[config.mk]
export PLATFORM = sky130hd
export DESIGN_NAME = pe_seq_ctrl
export DESIGN_NICKNAME = d
export VERILOG_FILES = /design/src/rtl/pe_seq_ctrl.sv
export SDC_FILE = /design/constraint.sdc
export NUM_CORES = 1
export LEC_CHECK = 0
export ABC_AREA = 1
export CAP_MARGIN = 40
export CORE_ASPECT_RATIO = 1.2
export CORE_UTILIZATION = 55
export DETAILED_ROUTE_END_ITERATION = 6
export PLACE_DENSITY = 0.89
export SYNTH_ARGS = -nofsm -noshare
export SYNTH_HDL_FRONTEND = slang
export SYNTH_SLANG_ARGS = --single-unit
[constraint.sdc]
create_clock -name clk -period 3.9 [get_ports clk]
set_input_delay 0.78 -clock clk [delete_from_list [all_inputs] [get_ports clk]]
set_output_delay 0.78 -clock clk [all_outputs]
set_load 0.1 [all_outputs]
[src/rtl/pe_seq_ctrl.sv]
// PE sequencer: turns a configured kernel job into per-step activation strobes for one PE.
// Optional FIFO-full stall counter is built only when PE_SEQ_STALL_CNT_EN is defined.
module pe_seq_ctrl #(
  parameter int unsigned COL_W = 8,
  parameter int unsigned ROW_W = 8
) (
  input  logic             clk,
  input  logic             rst_n,
  input  logic             start,
  input  logic             abort,
  input  logic [2:0]       cfg_mode,
  input  logic [COL_W-1:0] cfg_cols,
  input  logic [ROW_W-1:0] cfg_rows,
  output logic             busy,
  output logic             done,
  output logic             cfg_err,
  output logic             w_load,
  input  logic             act_valid,
  input  logic [7:0]       act_data,
  output logic             act_ready,
  output logic [7:0]       pe_act,
  output logic [2:0]       pe_state,
  output logic [2:0]       pe_weight_mode,
  output logic             pe_finish,
  output logic             pe_end_of_row,
  input  logic             pe_fifo_full,
  output logic [15:0]      stall_cnt
);

  localparam int unsigned MODE_W = 3;
  localparam int unsigned STEP_W = 3;
  localparam int unsigned DATA_W = 8;
  localparam logic [MODE_W-1:0] MODE_E   = MODE_W'(0);
  localparam logic [MODE_W-1:0] MODE_MAX = MODE_W'(4);
  localparam logic [STEP_W-1:0] K_E      = STEP_W'(3);
  localparam logic [STEP_W-1:0] K_ABCD   = STEP_W'(6);

  typedef enum logic [2:0] {
    S_IDLE   = 3'd0,
    S_LOAD_W = 3'd1,
    S_WAIT_W = 3'd2,
    S_RUN    = 3'd3,
    S_DONE   = 3'd4
  } state_t;

  state_t              r_state;
  logic [MODE_W-1:0]   r_mode;
  logic [COL_W-1:0]    r_cols;
  logic [ROW_W-1:0]    r_rows;
  logic [STEP_W-1:0]   r_step;
  logic [COL_W-1:0]    r_col;
  logic [ROW_W-1:0]    r_row;
  logic                r_busy;
  logic                r_done;
  logic                r_cfg_err;
  logic                r_w_load;
  logic [DATA_W-1:0]   r_pe_act;
  logic [STEP_W-1:0]   r_pe_state;
  logic [MODE_W-1:0]   r_pe_weight_mode;
  logic                r_pe_finish;
  logic                r_pe_eor;

  logic                w_cfg_ok;
  logic                w_start_ok;
  logic                w_hs;
  logic [STEP_W-1:0]   w_k;
  logic                w_last_step;
  logic                w_last_col;
  logic                w_last_row;

  assign w_cfg_ok    = (cfg_cols != '0) && (cfg_rows != '0) && (cfg_mode <= MODE_MAX);
  assign w_start_ok  = (r_state == S_IDLE) && start && !abort && w_cfg_ok;
  assign act_ready   = (r_state == S_RUN) && !pe_fifo_full;
  // abort outranks a handshake landing on the same edge
  assign w_hs        = act_valid && act_ready && !abort;
  assign w_k         = (r_mode == MODE_E) ? K_E : K_ABCD;
  assign w_last_step = (r_step == w_k);
  assign w_last_col  = (r_col == COL_W'(r_cols - COL_W'(1)));
  assign w_last_row  = (r_row == ROW_W'(r_rows - ROW_W'(1)));

  // Job FSM with registered strobes and PE-facing outputs
  always_ff @(posedge clk or negedge rst_n) begin
    if (!rst_n) begin
      r_state          <= S_IDLE;
      r_mode           <= '0;
      r_cols           <= '0;
      r_rows           <= '0;
      r_step           <= '0;
      r_col            <= '0;
      r_row            <= '0;
      r_busy           <= 1'b0;
      r_done           <= 1'b0;
      r_cfg_err        <= 1'b0;
      r_w_load         <= 1'b0;
      r_pe_act         <= '0;
      r_pe_state       <= '0;
      r_pe_weight_mode <= '0;
      r_pe_finish      <= 1'b0;
      r_pe_eor         <= 1'b0;
    end else begin
      r_done           <= 1'b0;
      r_cfg_err        <= 1'b0;
      r_w_load         <= 1'b0;
      r_pe_state       <= '0;
      r_pe_finish      <= 1'b0;
      r_pe_eor         <= 1'b0;
      r_pe_weight_mode <= r_mode;
      if (abort && (r_state != S_IDLE)) begin
        r_state          <= S_IDLE;
        r_busy           <= 1'b0;
        r_mode           <= '0;
        r_step           <= '0;
        r_col            <= '0;
        r_row            <= '0;
        r_pe_act         <= '0;
        r_pe_weight_mode <= '0;
      end else begin
        case (r_state)
          S_IDLE: begin
            if (start && !abort) begin
              if (w_cfg_ok) begin
                r_mode   <= cfg_mode;
                r_cols   <= cfg_cols;
                r_rows   <= cfg_rows;
                r_step   <= STEP_W'(1);
                r_col    <= '0;
                r_row    <= '0;
                r_busy   <= 1'b1;
                r_w_load <= 1'b1;
                r_state  <= S_LOAD_W;
              end else begin
                r_cfg_err <= 1'b1;
              end
            end
          end
          S_LOAD_W: r_state <= S_WAIT_W;
          // one cycle for the PE weight register to settle
          S_WAIT_W: r_state <= S_RUN;
          S_RUN: begin
            if (w_hs) begin
              r_pe_act    <= act_data;
              r_pe_state  <= r_step;
              r_pe_finish <= w_last_step;
              r_pe_eor    <= w_last_step && w_last_col;
              if (w_last_step) begin
                r_step <= STEP_W'(1);
                if (w_last_col) begin
                  r_col <= '0;
                  if (w_last_row) begin
                    r_row   <= '0;
                    r_busy  <= 1'b0;
                    r_state <= S_DONE;
                  end else begin
                    r_row <= r_row + ROW_W'(1);
                  end
                end else begin
                  r_col <= r_col + COL_W'(1);
                end
              end else begin
                r_step <= r_step + STEP_W'(1);
              end
            end
          end
          S_DONE: begin
            r_done  <= 1'b1;
            r_state <= S_IDLE;
          end
          default: begin
            r_busy  <= 1'b0;
            r_state <= S_IDLE;
          end
        endcase
      end
    end
  end

  assign busy           = r_busy;
  assign done           = r_done;
  assign cfg_err        = r_cfg_err;
  assign w_load         = r_w_load;
  assign pe_act         = r_pe_act;
  assign pe_state       = r_pe_state;
  assign pe_weight_mode = r_pe_weight_mode;
  assign pe_finish      = r_pe_finish;
  assign pe_end_of_row  = r_pe_eor;

`ifdef PE_SEQ_STALL_CNT_EN
  logic [15:0] r_stall_cnt;

  // Saturating count of RUN cycles spent behind a full psum FIFO
  always_ff @(posedge clk or negedge rst_n) begin
    if (!rst_n) begin
      r_stall_cnt <= '0;
    end else if (w_start_ok) begin
      r_stall_cnt <= '0;
    end else if ((r_state == S_RUN) && pe_fifo_full && (r_stall_cnt != 16'hFFFF)) begin
      r_stall_cnt <= r_stall_cnt + 16'd1;
    end
  end

  assign stall_cnt = r_stall_cnt;
`else
  assign stall_cnt = '0;
`endif

endmodule

==> results of run 1 <==
==> flip-flops by register name, indices dropped and copies added, names as in the netlist, 3 cells and up <==
| name | flops |
|---|---|
| r_cols | 8 |
| pe_act | 8 |
| r_step | 3 |
| r_col | 8 |
| r_mode | 3 |
| r_rows | 8 |
| pe_weight_mode | 3 |
| r_row | 8 |
| r_state | 3 |
| pe_state | 3 |
==> stage by stage <==
stage / instances / hold slack (ns)
4_1_cts: 644 / 0.488
6_report: 644 / 0.481
3_5_place_dp: 628 / 0.471
5_1_grt: 644 / 0.510
2_1_floorplan: 496 / 0.468
3_3_place_gp: 608 / 0.462
==> cells in the mapped netlist, types with 3 or more instances <==
library cell	instances	share of area, %
nor2_1	59	6.3
nor3_1	9	1.3
o21ai_0	28	4.0
nor2_2	4	0.72
nand2_1	146	16
nand3_1	40	5.7
nand4_1	8	1.4
inv_1	60	6.4
xor2_1	9	2.3
inv_2	3	0.32
clkbuf_1	4	0.43
buf_4	16	3.4
ha_1	5	1.8
dfrtp_1	61	44
xnor2_1	8	2.0
==> report_power, final <==
part           switching, mW  total, mW  internal [mW]
registers              0.155      0.935          0.780
logic                  0.953       1.42          0.463
clock network          0.254      0.565          0.311
total                   1.36       2.92           1.55
==> logic make-up (layout without fill, tap and decap cells) <==
family | Yosys count | count (layout) | synth area share, %
AND/OR/NAND/NOR | 277 | 277 | 33.5
buffers and inverters | 88 | 154 | 11.7
flip-flops | 61 | 61 | 43.7
AO/OA/AOI/OAI | 32 | 32 | 5.01
XOR/XNOR | 17 | 17 | 4.26
adder cells (fa/ha/maj) | 5 | 5 | 1.79
other | 1 | 16 | 0.107
==> path summary, 6_finish.rpt <==
path	end	start
setup / recovery	r_row[2]	abort
hold / removal	busy	busy
setup reg to reg	r_row[2]	r_cols[0]
hold reg to reg	busy	busy
max in group asynchronous	pe_end_of_row	rst_n
min in group asynchronous	r_mode[2]	rst_n
==> critical path, stage by stage <==
cell and delay (ns):
clkdlybuf4s50_1 0.64, inv_2 0.12, a21oi_4 0.23, inv_1 0.24
nand3_1 0.21, inv_1 0.12, nor2_4 0.28, nand2_2 0.24
inv_2 0.19, nand2_1 0.07, nand2_1 0.06
==> cell type report <==
cell class,instances,area (sq um)
flip-flops and latches,61,1530
inverters,63,236
well taps,82,103
clock inverters,4,47.5
fillers,404,1560
multi-input cells,347,1620
repair buffers,75,851
clock buffers,12,145
==> metal layers <==
| layer | up-vias | share of wire (%) |
|---|---|---|
| li1 | 1607 | - |
| met1 | 1572 | 39 |
| met2 | 130 | 53 |
| met3 | 27 | 5.4 |
| met4 | 0 | 3.1 |
| met5 | - | 0 |
==> out/qor.csv, run 1 <==
metric,value,unit
DRT iter0 DRCs,290,
Worst R2R Setup Slack,1.60,ns
busiest grt layer,met2,
leakage,2.29,nW
Synthesis Warnings,0,
layout cell share with drive strength beyond 1,9.43,%
final instance area,4530,sq um
Post-Syn Area per Cell,7.27,sq um
R2R cell count,13,
Finish-stage setup viols,0,
"most common cell after layout, fill and taps aside",nand2_1,
wire per inst,13.7,um
post-synth cell types,30,
via count,3336,
Die Area,6680,sq um
fin worst setup slack,1.00,ns
vias in the first global route,3258,
post-cts sizing count,0,
DP Area,4330,sq um
Initial Util,57.4,%
Clock Latency Late Sink,0.35,ns
TritonCTS Buffers,9,
Via density,5.18,
P per Cell Area,644,nW/um^2
GPL Wtd Cong,0.886,
TritonCTS clock tree,done,
ys async rst share,100,%
met3 track demand over resource,8.12,%
Post-Syn Area,3500,sq um
post-detail-place hpwl,6550,um
port bufs,53,
Longest Clk Path Bufs,2,
max_slew headroom,41.7,%
clock sink total,61,
endpoints failing hold,0,
root buffer cell,clkbuf_8,
Pre-antenna DRT Iters,7,
Clock Skews,0.00770,ns
pin count of the biggest net entering global routing,41,
CTS clock-pin slew for the worst setup and hold paths,0.07,ns
fin crit share,74.3,%
max frequency,345,MHz
Area Overhead vs Synth,29.5,%
post-layout power,2.92,mW
Die Y,89.3,um
"Seq/Total Area, Yosys",43.7,%
status,"finished, violations left",
most frequent cells in the layout,"146 x nand2_1, 61 x dfrtp_1, 60 x inv_1, 59 x nor2_1, 51 x clkdlybuf4s50_1",
unrepaired setup endpoints after global routing,false,
crit path max fanout,14,
GR Util All Layers,29.6,%
Setup crit end kind,register,
final core utilization,74.3,%
worst vdd ir,0.580,mV
predominant post-synthesis flop cell,dfrtp_1,
crit path DAT,3.19,ns
Final Slew Violations,0,
H-tree depth,3,
hold_buf cts,0,
crit path kind,in -> reg,
initial antenna violation count,0,
crit start category,input pin,
total negative setup slack,0,ns
"Min Clock Period, post-route",2.90,ns
setup bufs post-CTS,0,
Nets,595,
Post-synth EDFFs,0,
Die W,74.8,um
failing checks,DRC,
GRT met1 Usage,33.2,%
Worst Path Required,4.19,ns
# DRC,1,
Post-Syn Instances,481,
Overflow after GRT,0,
core box area,6090,sq um
Routed Antenna Nets,0,
Post-Place Setup Slack,0.777,ns
Max Cap Viol,0,
first-pass GRT wire length,14400,um
cell count of the worst hold path,2,
num rows,31,
GR Util met2,50.8,%
Worst Tran Pin Value,0.875,ns
HP Class,reg -> reg,
n_diodes,0,
Boundary Pins,70,
"flops & latches, synth",61,
total routed wirelength,8850,um
Note: power is estimated with default switching activity, not from simulation.
==> run 2, diff against run 1 <==
--- a/config.mk
+++ b/config.mk
@@ -8,9 +8,9 @@
 export ABC_AREA = 1
 export CAP_MARGIN = 40
 export CORE_ASPECT_RATIO = 1.2
-export CORE_UTILIZATION = 55
+export CORE_UTILIZATION = 47
 export DETAILED_ROUTE_END_ITERATION = 6
-export PLACE_DENSITY = 0.89
+export PLACE_DENSITY = 0.82
 export SYNTH_ARGS = -nofsm -noshare
 export SYNTH_HDL_FRONTEND = slang
 export SYNTH_SLANG_ARGS = --single-unit
==> constraint.sdc (replaced) <==
create_clock -name clk -period 2.3 [get_ports clk]
set_input_delay 0.46 -clock clk [delete_from_list [all_inputs] [get_ports clk]]
set_output_delay 0.46 -clock clk [all_outputs]
set_load 0.1 [all_outputs]
==> out/qor.csv, run 2 (synthesized netlist as in run 1, its figures left out) <==
metric,value,unit
vias in the first global route,3074,
num rows,34,
CTS clock-pin slew for the worst setup and hold paths,0.07,ns
max_slew headroom,64.2,%
fin crit share,88.8,%
GR Util All Layers,22.8,%
Longest Clk Path Bufs,2,
Worst Path Required,2.53,ns
first-pass GRT wire length,13600,um
post-detail-place hpwl,5910,um
fin worst setup slack,0.258,ns
layout cell share with drive strength beyond 1,12.5,%
Nets,585,
Max Cap Viol,0,
setup bufs post-CTS,0,
Boundary Pins,70,
Worst Tran Pin Value,0.537,ns
Clock Latency Late Sink,0.34,ns
pin count of the biggest net entering global routing,40,
root buffer cell,clkbuf_8,
worst vdd ir,0.661,mV
Area Overhead vs Synth,22.9,%
DP Area,4080,sq um
via count,3239,
crit path DAT,2.27,ns
max frequency,490,MHz
Die W,80.7,um
status,completed,
leakage,2.24,nW
crit start category,register,
final core utilization,59.4,%
hold_buf cts,0,
unrepaired setup endpoints after global routing,false,
# DRC,0,
Routed Antenna Nets,0,
n_diodes,0,
total routed wirelength,7980,um
Die Y,96.5,um
"Min Clock Period, post-route",2.04,ns
hold_ws,0.0910,ns
Setup crit end kind,register,
Finish-stage setup viols,0,
DRT iter0 DRCs,319,
FILL cells,625,
total negative setup slack,0,ns
TritonCTS clock tree,done,
wire per inst,12.4,um
Post-Place Setup Slack,-0.00168,ns
core box area,7230,sq um
final instance area,4300,sq um
P per Cell Area,1150,nW/um^2
Pre-antenna DRT Iters,5,
Die Area,7790,sq um
Clock Skews,0.00513,ns
TritonCTS Buffers,9,
Layout Cells excl Fill,642,
GPL Wtd Cong,0.997,
port bufs,53,
initial antenna violation count,0,
clock sink total,61,
Via density,5.05,
Final Slew Violations,0,
H-tree depth,3,
placed cell count,626,
most frequent cells in the layout,"145 x nand2_1, 61 x dfrtp_1, 59 x inv_1, 58 x nor2_1, 40 x nand3_1",
post-layout power,4.96,mW
Overflow after GRT,0,
HP Class,in -> async,
crit path max fanout,7,
Initial Util,48.3,%
"most common cell after layout, fill and taps aside",nand2_1,
crit path kind,reg -> reg,
endpoints failing hold,0,
run 2: changes by cell type in the layout (fill, tap and decap cells not counted), sizes merged:
cell | previous run | this run
clkbuf | 12 | 9
clkdlybuf4s50 | 51 | 31
buf | 24 | 34
clkinv | 2 | 4
clkinvlp | 1 | 2
run 2: what timing repair did:
item / CTS / global route
setup endpoints to repair: 0 / 16
gates resized for setup: 0 / 5
hold endpoints to repair: 0 / 0
run 2: per-layer routing:
layer	wire [um]	vias to the layer above	part of all wire, %	GRT usage, %
li1	-	1593	-	-
met4	184	0	2.3	9.38
met5	0	-	0	0
met2	4190	108	52	40.0
met1	3250	1516	41	27.4
met3	362	22	4.5	4.04
run 2: path summary, 6_finish.rpt:
| kind | start | slack [ns] | depth (start not counted) | to |
|---|---|---|---|---|
| worst max-delay path | r_cols[0] | 0.26 | 13 | r_state[1] |
| worst min-delay path | rst_n | 0.09 | 1 | r_mode[2] |
| worst max register to register | r_cols[0] | 0.26 | 13 | r_state[1] |
| worst min register to register | busy | 0.49 | 2 | busy |
| max in group asynchronous | rst_n | 1.63 | 2 | r_rows[4] |
| min in group clk | busy | 0.49 | 2 | busy |
run 2: where the power goes:
group          internal [mW]  switching (mW)  total, mW
Sequential              1.32           0.262       1.58
Clock                  0.503           0.452      0.954
Combinational          0.789            1.63       2.42
run 2: area by class of cell:
type	instances	area, sq um	area share, %
Clock buffer	9	124	2.88
Inverter	63	239	5.56
Tap cell	90	113	2.62
Timing Repair Buffer	65	588	13.7
Multi-Input combinational cell	347	1630	37.9
Sequential cell	61	1530	35.5
Clock inverter	7	76.3	1.78
run 2: critical path: stages (launching register included):
cell	delay [ns]
dfrtp_1	0.39
inv_2	0.11
ha_2	0.29
nand2_1	0.06
nand2_1	0.05
nor2_1	0.09
nand3_1	0.08
nor3_1	0.14
nand3_1	0.16
nand2_1	0.16
buf_4	0.15
nand2_1	0.05
nor2_1	0.12
nand2_1	0.07
==> variant: new RTL, config.mk and constraints of run 2 <==
Add a define of `PE_SEQ_STALL_CNT_EN`.
--- a/src/rtl/pe_seq_ctrl.sv
+++ b/src/rtl/pe_seq_ctrl.sv
@@ -1,5 +1,7 @@
 // PE sequencer: turns a configured kernel job into per-step activation strobes for one PE.
 // Optional FIFO-full stall counter is built only when PE_SEQ_STALL_CNT_EN is defined.
+`define PE_SEQ_STALL_CNT_EN
+
 module pe_seq_ctrl #(
   parameter int unsigned COL_W = 8,
   parameter int unsigned ROW_W = 8
Check against the original RTL: not equivalent (a bounded check fails within 10 cycles, from zero or initial values and one cycle with rst_n low).
==> variant against run 2 <==
Sequential cell count is 16 higher; total power is 15% higher; wire length is 31% higher; final area is 23% higher; synthesized area is 23% higher; worst setup slack worse by 0.048 ns; final cell count is 22% higher; count of clock-buffer cells in the layout is 1 higher; first-iteration DRC count is 28% lower; largest cell class unchanged; largest power group unchanged.
==> variant: results (changes against run 2) <==
Status
  – Run status: complete, no violations (unchanged)

Setup path
  – Worst reg2reg path depth: 12 (was 13)
  – R2R Setup Slk: 0.21 ns (was 0.26 ns)
  – WP data arrival: 2.33 ns (was 2.27 ns)
  – Reg-to-reg startpoint: stall_cnt[0] (was r_cols[0])
  – CP Max Fanout: 10 (was 7)
  – Worst R2R End: stall_cnt[1] (was r_state[1])

Yosys
  – Top cells by area, synth: dfrtp_1 (45%), nand2_1 (15%), nor2_1 (6.3%), nand3_1 (5.6%), inv_1 (5.5%) (was dfrtp_1 (44%), nand2_1 (16%), inv_1 (6.4%), nor2_1 (6.3%), nand3_1 (5.7%))
  – Register area share after synthesis: 0.446 (was 0.437)
  – Top post-synthesis cells by count: nand2_1 (176), dfrtp_1 (77), nor2_1 (72), inv_1 (63), nand3_1 (48) (was nand2_1 (146), dfrtp_1 (61), inv_1 (60), nor2_1 (59), nand3_1 (40))
  – Primary FF master, synth: dfrtp_1 (unchanged)
  – Number of distinct library cells after synthesis: 34 (was 30)

Power and ir drop
  – Peak VDD IR: 1140 uV (was 661 uV)
  – Pleak: 2.70 nW (was 2.24 nW)

Die
  – Row cnt: 37 (was 34)

Clocking
  – Clock transition at path regs: 0.07 ns (about the same)
  – H-tree depth: 3 (unchanged)
  – Root Driver: clkbuf_8 (unchanged)
  – Clk Latency, worst-skew pair: 0.36 ns (was 0.34 ns)
  – Post CTS Setup Buffer Count: 0 (unchanged)

Finish
  – Share of cells above drive strength 1: 0.136 (was 0.125)
  – Fin nets: 699 (was 585)
  – Max reg flops: 16

Global route
  – First-pass GRT wire length: 17.3 mm (was 13.6 mm)
  – Largest net degree at the start of global routing: 48 (was 40)
  – GR Util All Layers: 0.236 (was 0.228)
  – Vias in the first global route: 3944 (was 3074)

Detailed routing
  – Via count: 4052 (was 3239)
  – DR pass1 iterations: 4 (was 5)
  – Drt wl/cell: 13.4 um (was 12.4 um)
  – Detailed router's first-iteration violation count: 229 (was 319)

Placement
  – DPL Wire Length: 7.92 mm (was 5.91 mm)
  – Final GP Congestion: 0.839 (was 0.997)
  – # port buffers: 69 (was 53)

STA
  – Slew Limit Headroom: 0.567 (was 0.642)
  – Setup Skew: 0.00680 ns (was 0.00513 ns)

Min path
  – Worst hold path class: in2async (unchanged)
[variant: cell types whose count changed after synthesis, moves of 6 or more]
cell and delta:
nand2_1 +30, buf_4 -16, dfrtp_1 +16, nor2_1 +13, a21oi_1 +11, nand3_1 +8
xor2_1 +7, nand4_1 +6, o31ai_1 +6
[variant: final cells by class]
class	count	area, sq um
Multi-Input combinational cell	421	2060
Tap cell	117	146
Clock buffer	10	128
Timing Repair Buffer	81	723
Inverter	70	263
Clock inverter	5	52.6
Fill cell	765	3450
Sequential cell	77	1930
[variant: metal layers]
layer | track usage | wire length, um | up-vias
met5 | 0 | 0 | -
met4 | 0.119 | 238 | 0
met3 | 0.0269 | 422 | 20
met2 | 0.398 | 5320 | 108
met1 | 0.295 | 4470 | 1914
li1 | - | - | 2010
[variant: worst max-delay path, stage by stage (launching register included)]
cell and delay, ns:
dfrtp_2 0.45, ha_1 0.24, nand2_1 0.10, nor2_2 0.06, nand2_1 0.09, nor2_1 0.06, nand2_1 0.06, nand2_1 0.06
nor2_2 0.27, inv_2 0.17, nand2_1 0.15, inv_2 0.09, a22o_1 0.19
[variant: power breakdown]
part	internal [mW]	switching (mW)
Sequential	1.64	0.281
Combinational	0.861	1.94
Clock	0.490	0.494
Total	2.99	2.72
[variant: worst max-delay path by stage]
| stage | start | to | cells past startpoint |
|---|---|---|---|
| global route | stall_cnt[0] | stall_cnt[1] | 12 |
| floorplan | stall_cnt[3] | stall_cnt[7] | 12 |
| global placement | cfg_rows[1] | r_col[6] | 11 |
| finish | stall_cnt[0] | stall_cnt[1] | 12 |
| CTS | stall_cnt[0] | stall_cnt[1] | 12 |
| detailed placement | cfg_mode[1] | r_col[6] | 11 |
[variant: kinds of logic after synthesis]
kind of cell,count (synthesis),synth area share
xor gates and xnor gates,21,0.0426
AOI/OAI and AO/OA,59,0.0786
and+or+nand+nor,335,0.337
adders and majority gates,6,0.0174
buffers and inverters,82,0.0780
DFF,77,0.446
[variant: through the flow]
step / area, sq um / hold WS (ns) / instances / setup slack (ns) / power (mW)
2_1_floorplan: 4320 / 0.164 / 580 / 0.00483 / 4.04
3_3_place_gp: 5120 / 0.477 / 766 / 0.159 / 4.64
3_5_place_dp: 5120 / 0.485 / 766 / 0.0659 / 4.74
4_1_cts: 5300 / 0.149 / 781 / 0.227 / 5.72
5_1_grt: 5300 / 0.166 / 781 / 0.0800 / 6.10
6_report: 5300 / 0.123 / 781 / 0.211 / 5.71
